--- src/rtl/uart_tx_arbiter.sv ---
// uart_tx_arbiter: round-robin packet arbiter feeding one byte-wide UART, with sync prefix and tx_done watchdog
module uart_tx_arbiter #(
  parameter logic [7:0] SYNC_BYTE      = 8'hA5,
  parameter bit         SYNC_EN        = 1'b1,
  parameter int         TIMEOUT_CYCLES = 2000000
) (
  input  logic       clk,
  input  logic       reset_n,
  input  logic       a_valid,
  input  logic [7:0] a_data,
  input  logic       a_last,
  output logic       a_ready,
  input  logic       b_valid,
  input  logic [7:0] b_data,
  input  logic       b_last,
  output logic       b_ready,
  input  logic       tx_done,
  output logic [7:0] uart_din,
  output logic       uart_tx_start,
  output logic [1:0] grant,
  output logic       busy,
  output logic       tx_timeout,
  input  logic       err_clr
);
  localparam int CW = $clog2(TIMEOUT_CYCLES);
  typedef enum logic [1:0] {IDLE, WAIT_SYNC, SEND, WAIT_DATA} state_t;
  state_t          state_q, state_d;
  logic [1:0]      grant_q, grant_d;
  logic            ptr_b_q, ptr_b_d;
  logic            last_q, last_d;
  logic [7:0]      din_q, din_d;
  logic            start_q, start_d;
  logic            timeout_q, timeout_d;
  logic [CW-1:0]   cnt_q, cnt_d;
  logic            in_wait, expire, done, pick_b, sel_valid, sel_last;
  logic [7:0]      sel_data;
  always_comb begin
    in_wait   = (state_q == WAIT_SYNC) || (state_q == WAIT_DATA);
    expire    = in_wait && (cnt_q == CW'(TIMEOUT_CYCLES - 1));
    done      = in_wait && (tx_done || expire);
    pick_b    = b_valid && (!a_valid || !ptr_b_q);
    sel_valid = grant_q[1] ? b_valid : a_valid;
    sel_data  = grant_q[1] ? b_data : a_data;
    sel_last  = grant_q[1] ? b_last : a_last;
    state_d   = state_q;
    grant_d   = grant_q;
    ptr_b_d   = ptr_b_q;
    last_d    = last_q;
    din_d     = din_q;
    start_d   = 1'b0;
    timeout_d = (timeout_q && !err_clr) || (expire && !tx_done);
    cnt_d     = in_wait ? cnt_q + CW'(1) : cnt_q;
    case (state_q)
      IDLE: if (a_valid || b_valid) begin
        grant_d = pick_b ? 2'b10 : 2'b01;
        if (SYNC_EN) begin
          state_d = WAIT_SYNC;
          start_d = 1'b1;
          din_d   = SYNC_BYTE;
          cnt_d   = '0;
        end else begin
          state_d = SEND;
        end
      end
      WAIT_SYNC: if (done) state_d = SEND;
      SEND: if (sel_valid) begin
        state_d = WAIT_DATA;
        start_d = 1'b1;
        din_d   = sel_data;
        last_d  = sel_last;
        cnt_d   = '0;
      end
      WAIT_DATA: if (done) begin
        state_d = last_q ? IDLE : SEND;
        grant_d = last_q ? 2'b00 : grant_q;
        ptr_b_d = last_q ? grant_q[1] : ptr_b_q;
      end
      default: state_d = IDLE;
    endcase
  end
  always_ff @(posedge clk or negedge reset_n) begin
    if (!reset_n) begin
      state_q   <= IDLE;
      grant_q   <= 2'b00;
      ptr_b_q   <= 1'b1;
      last_q    <= 1'b0;
      din_q     <= 8'h00;
      start_q   <= 1'b0;
      timeout_q <= 1'b0;
      cnt_q     <= '0;
    end else begin
      state_q   <= state_d;
      grant_q   <= grant_d;
      ptr_b_q   <= ptr_b_d;
      last_q    <= last_d;
      din_q     <= din_d;
      start_q   <= start_d;
      timeout_q <= timeout_d;
      cnt_q     <= cnt_d;
    end
  end
  assign a_ready       = (state_q == SEND) && grant_q[0];
  assign b_ready       = (state_q == SEND) && grant_q[1];
  assign uart_din      = din_q;
  assign uart_tx_start = start_q;
  assign grant         = grant_q;
  assign busy          = state_q != IDLE;
  assign tx_timeout    = timeout_q;
endmodule

--- config.mk ---
export PLATFORM = sky130hd
export DESIGN_NAME = uart_tx_arbiter
export DESIGN_NICKNAME = d
export VERILOG_FILES = /design/src/rtl/uart_tx_arbiter.sv
export SDC_FILE = /design/constraint.sdc
export NUM_CORES = 1
export LEC_CHECK = 0
export ABC_CLOCK_PERIOD_IN_PS = 5300
export CORE_UTILIZATION = 45
export CTS_BUF_LIST = sky130_fd_sc_hd__clkbuf_4 sky130_fd_sc_hd__clkbuf_8 sky130_fd_sc_hd__clkbuf_16
export DETAILED_ROUTE_END_ITERATION = 8
export HOLD_SLACK_MARGIN = 0.12
export PLACE_DENSITY = 0.71
export SYNTH_ARGS = -nofsm -noshare
export SYNTH_HDL_FRONTEND = slang
export SYNTH_SLANG_ARGS = --single-unit
export TNS_END_PERCENT = 1
--- constraint.sdc ---
create_clock -name clk -period 5.3 [get_ports clk]
set_clock_uncertainty 0.15 [all_clocks]
set_input_delay 1.325 -clock clk [delete_from_list [all_inputs] [get_ports clk]]
set_output_delay 1.325 -clock clk [all_outputs]
set_load 0.01 [all_outputs]
==> run metrics, run 1 <==
Final Hold Viols 0; Final setup viols 0; Final HPWL DP 2836 µm; most common cell after layout, fill and taps aside clkdlybuf4s50_1; vias in the first global route 1445; commonest cells after routing, fill and taps aside 37 x clkdlybuf4s50_1, 36 x dfrtp_1, 23 x nor2_1; EDFF count, synth 0; 1st-iter DRT viols 77; dominant synthesized flop cell dfrtp_1; Net Sw Power 293.4 µW; Ys Warns 0; Fin Setup TNS 0 ps; Worst path slowest cell or4_1; Critical Path Start b_valid; TritonCTS clock tree yes; Leak Pwr 0.0009592 µW; grt met1 use 0.2516; GRT Total Usage 0.1969; DP Cell Count roughly 280; Antenna Diode Count 0; per-cell routed wire length 13.83 µm; starting density of the core 0.4798; Worst Hold Class flip-flop to flip-flop; Nets 265; Syn Std Cell Area 0.001961 mm²; GRT overflow 0; CTS Hold Bufs 0; drt pass-1 iters 4; busiest grt layer met2; first-pass GRT wire length 6624 µm; area growth from synthesis to layout 24.25%; Int Power 586.6 µW; H-tree levels 2; clock transition at the registers of the reported paths 70 ps; CTS root buffer clkbuf_8; RSZ-0062 raised after global routing false; CP max stage delay approximately 600 ps; worst-path fanout max 23; Mapped Nets 230; Final min period 3601 ps; DR vias/cell 5.529; Filler Cell Count 367; layout cells sized above 1 0.06224; later-pin clock latency in the skew report 280 ps; Hold Crit Start uart_din[6]; Flop pwr share 0.450; clk sinks 37; met3 usage 0.06667; Sw Share 0.3334; Final Instance Count excl. Fillers 291; DRC violation count after routing 0; Post-CTS Setup Repair Bufs 0; ANT nets after route 0; grt met2 use 0.3002; Comb pwr share 0.320; CTS buffer count 5; Die Y 68.01 µm; Cell variety after synth 44; R2R Path Start grant[1]; Clock Power Share 0.230; max capacitance violation total 0; worst-margin pin slew 787.3 ps; Die ar. 0.004625 mm²; IO buf count 38; initial antenna violation count 0; routability-driven placement congestion ratio 0.7990; Worst Path Arrival 3680 ps; syn avg cell area roughly 9.6 µm²; detailed-route wire length 4024 µm; cell count after synthesis 205; largest net degree at the start of global routing 38; VDD IR-drop max 0.0002404 V; kind of critical path input pin to flip-flop; ys async rst share 1.000; sequential share of the synthesized area 0.4729; via count 1609; # rows 23; number of top-level pins 39; startpoint types input pin; core area 0.004086 mm²; final period utilization 0.6795; endpoint type of the worst setup path flip-flop; status complete, no violations; crit path cell chain clkdlybuf4s50_1 -> mux2i_1 -> a21o_1 -> inv_1 -> or4_1 -> nand2_1; DIE WIDTH 68.01 µm; number of synthesized register bits 37; slew margin rel. 0.4752; Required @ worst endpoint 5380 ps; Post-CTS Resized 0; power per cell area 361.2 mW/mm²; Longest Clk Path Bufs 2; Achievable Freq 277.7 MHz; Slew Viols, Final 0
[flip-flops by register name, summed over array words and instances (netlist names)]
name,count
cnt_q,21
uart_din,8
grant,2
state_q,2
last_q,1
ptr_b_q,1
tx_timeout,1
uart_tx_start,1
[synthesized netlist by cell type, types with 3 or more instances]
library cell,n,area [µm²]
dfrtp_1,36,900.9
nor2_1,23,86.33
nand2_1,20,75.07
mux2i_1,9,90.09
a21oi_1,8,40.04
inv_1,8,30.03
nand3_1,7,35.03
nand4_1,7,43.79
o31ai_1,7,52.55
o21ai_0,6,30.03
or3_1,6,37.54
xnor2_1,6,52.55
or4_1,5,37.54
a2111oi_0,4,35.03
and2_1,4,25.02
clkbuf_1,4,15.01
nand2b_1,4,25.02
buf_1,3,11.26
nor3_1,3,15.01
nor4_1,3,18.77
[power by group through the flow]
stage / combinational [µW] / clock (µW) / sequential, µW
6_report: 282 / 202 / 396
5_1_grt: 316 / 228 / 406
4_1_cts: 286 / 211 / 395
3_5_place_dp: 285 / 0 / 399
3_3_place_gp: 280 / 0 / 400
2_1_floorplan: 170 / 0 / 390
[worst paths after layout]
check,cells past startpoint,to,slack [ps]
hold / removal,2,uart_din[6],330
hold reg to reg,2,uart_din[6],330
min in group asynchronous,1,cnt_q[8],970
setup / recovery,6,cnt_q[16],1700
max in group asynchronous,1,cnt_q[6],3540
setup reg to reg,5,cnt_q[16],2430
[kinds of logic (layout without fill, tap and decap cells)]
logic type,Yosys count,count (layout),share of synthesized area
AO/OA/AOI/OAI,39,39,0.1378
XOR/XNOR,8,8,0.03574
adder cells (fa/ha/maj),1,1,0.006381
buffers and inverters,18,54,0.04275
flip-flops,37,37,0.4729
multiplexers,9,9,0.04595
AND/OR/NAND/NOR,93,93,0.2584
[critical path, delay by kind of cell]
| kind | cells | cell delay [ps] |
|---|---|---|
| buffers and inverters | 2 | 960 |
| AND/OR/NAND/NOR | 2 | 670 |
| AO/OA/AOI/OAI | 1 | 510 |
| multiplexers | 1 | 210 |
[per-stage QoR]
step | instance area, µm² | power (µW) | setup WS, ps | hold slack (ps) | util
3_5_place_dp | 2345 | 683.9 | 1419 | 320.0 | 0.5738
6_report | 2436 | 880.0 | 1699 | 328.7 | 0.5961
4_1_cts | 2436 | 892.1 | 1720 | 339.2 | 0.5961
2_1_floorplan | 1961 | 559.8 | 2637 | 343.0 | -
5_1_grt | 2436 | 950.2 | 1538 | 358.6 | 0.5961
3_3_place_gp | 2345 | 680.1 | 1461 | 313.6 | 0.5738
[routing by layer]
metal / wire [µm] / vias up
met5: 0 / -
met4: 20 / 0
met3: 142 / 2
met2: 1929 / 35
met1: 1931 / 757
li1: - / 815
[area by class of cell]
type | count | area, µm² | area share
tap | 50 | 62.56 | 0.02568
sequential | 37 | 927.1 | 0.3806
clock buffer | 8 | 91.34 | 0.03749
multi-input combinational | 150 | 949.7 | 0.3898
timing repair buffer | 38 | 375.4 | 0.1541
inverter | 8 | 30.03 | 0.01233
(Power assumes the default switching activity.)
==> run 2: changes to the inputs <==
--- a/config.mk
+++ b/config.mk
@@ -5,7 +5,7 @@
 export SDC_FILE = /design/constraint.sdc
 export NUM_CORES = 1
 export LEC_CHECK = 0
-export ABC_CLOCK_PERIOD_IN_PS = 5300
+export ABC_CLOCK_PERIOD_IN_PS = 3390
 export CORE_UTILIZATION = 45
 export CTS_BUF_LIST = sky130_fd_sc_hd__clkbuf_4 sky130_fd_sc_hd__clkbuf_8 sky130_fd_sc_hd__clkbuf_16
 export DETAILED_ROUTE_END_ITERATION = 8
==> constraint.sdc (replaced) <==
create_clock -name clk -period 3.39 [get_ports clk]
set_clock_uncertainty 0.15 [all_clocks]
set_input_delay 0.8475 -clock clk [delete_from_list [all_inputs] [get_ports clk]]
set_output_delay 0.8475 -clock clk [all_outputs]
set_load 0.01 [all_outputs]
==> run metrics, run 2 (synthesis gave the netlist of run 1 again) <==
status complete, no violations; number of top-level pins 39; max capacitance violation total 0; starting density of the core 0.4798; Sw Share 0.3302; VDD IR-drop max ~0.00034 V; Flop pwr share 0.432; Leak Pwr just under 0.001 µW; vias in the first global route 1483; 1st-iter DRT viols 113; worst-path fanout max 13; H-tree levels 2; kind of critical path flip-flop to output port; Comb pwr share 0.328; Die Y ~70 µm; Longest Clk Path Bufs 2; Final min period 2900 ps; power per cell area 570.7 mW/mm²; area growth from synthesis to layout 25.91%; Post-DP Area 0.002367 mm²; Slew Viols, Final 0; per-cell routed wire length 14.14 µm; Net Sw Power between 400 and 500 µW; CTS Hold Bufs 0; first-pass GRT wire length 6706 µm; Nets 268; Int Power between 900 and 1000 µW; # rows 23; CTS buffer count 5; DRC violation count after routing 0; Required @ worst endpoint 2390 ps; startpoint types flip-flop; Post-CTS Resized 0; DR vias/cell 5.541; drt pass-1 iters 4; worst-margin pin slew 805.9 ps; ANT nets after route 0; Fin Setup TNS 0 ps; Final Hold Viols 0; Antenna Diode Count 0; Clock Power Share 0.240; TritonCTS clock tree yes; Filler Cell Count 363; most common cell after layout, fill and taps aside clkdlybuf4s50_1; commonest cells after routing, fill and taps aside 37 x clkdlybuf4s50_1, 36 x dfrtp_1, 23 x nor2_1; GRT Total Usage 0.1987; RSZ-0062 raised after global routing false; final period utilization 0.8554; Final setup viols 0; via count 1629; Post-CTS Setup Repair Bufs 0; number of flip-flops in the largest register 21; layout cells sized above 1 0.07377; initial antenna violation count 0; GRT overflow 0; Worst Hold Class flip-flop to flip-flop; later-pin clock latency in the skew report roughly 290 ps; core area 0.004086 mm²; DIE WIDTH around 68 µm; clk sinks 37; Worst Path Arrival 1900 ps; clock transition at the registers of the reported paths 70 ps; IO buf count 38; detailed-route wire length 4156 µm; endpoint type of the worst setup path output port; Achievable Freq 344.8 MHz; routability-driven placement congestion ratio 0.8085; CTS root buffer clkbuf_8; post-route cell area 0.002469 mm²; Die ar. 0.004625 mm²; Final HPWL DP between 2000 and 3000 µm; slew margin rel. 0.4628; largest net degree at the start of global routing 38; register bank with the most flops cnt_q
run 2: changes by cell type in the layout (fill, tap and decap cells not counted):
cell      delta
buf_4        +3
clkinv_2     +1
clkbuf_4     -3
clkbuf_8     +2
run 2: power by group through the flow:
stage / Combinational (µW) / Sequential [µW] / Clock (µW)
6_report: 462 / 609 / 338
5_1_grt: 526 / 622 / 364
4_1_cts: 471 / 608 / 344
3_5_place_dp: 471 / 616 / 0
3_3_place_gp: 466 / 613 / 0
2_1_floorplan: 265 / 610 / 0
run 2: layout make-up:
cell class / instances / area (µm²) / share of cell area
inverter: 8 / 30.03 / 0.01216
multi-input combinational: 150 / 949.7 / 0.3847
timing repair buffer: 41 / 397.9 / 0.1612
sequential: 37 / 927.1 / 0.3756
clock inverter: 1 / 5.005 / 0.002027
clock buffer: 7 / 96.34 / 0.03903
tap: 50 / 62.56 / 0.02534
run 2: worst max-delay path, cell delays in order (launching register included):
cell and delay, ps:
dfrtp_1 530, nand2b_1 380, nor2_1 160, clkdlybuf4s50_1 550
run 2: final timing paths:
check / cells after the start / slack, ps / startpoint / endpoint
min in group asynchronous: 1 / 490 / reset_n / uart_tx_start
worst max register to register: 4 / 1040 / state_q[0] / cnt_q[19]
worst min register to register: 2 / 340 / uart_din[6] / uart_din[6]
max in group asynchronous: 1 / 2090 / reset_n / uart_din[4]
worst max-delay path: 3 / 490 / state_q[0] / b_ready
worst min-delay path: 2 / 340 / uart_din[6] / uart_din[6]
run 2: metal layers:
metal	up-vias	share of wire	track usage	routed length [µm]
met5	-	0	0	0
met4	0	0.018	0.09635	74
met3	7	0.023	0.04000	96
met2	25	0.49	0.3260	2025
met1	773	0.47	0.2474	1959
li1	824	-	-	-
run 2: through the flow:
| step | worst slack [ps] | hold WS, ps | instances | power (µW) | util |
|---|---|---|---|---|---|
| after global routing | 351.1 | 371.5 | 294 | 1512 | 0.6041 |
| after floorplan | 1205 | 343.0 | 205 | 875.2 | - |
| after CTS | 470.8 | 348.0 | 294 | 1423 | 0.6041 |
| after global placement | 698.9 | 310.9 | 286 | 1080 | 0.5793 |
| after detailed placement | 664.3 | 326.5 | 286 | 1087 | 0.5793 |
| final | 490.1 | 339.4 | 294 | 1409 | 0.6041 |
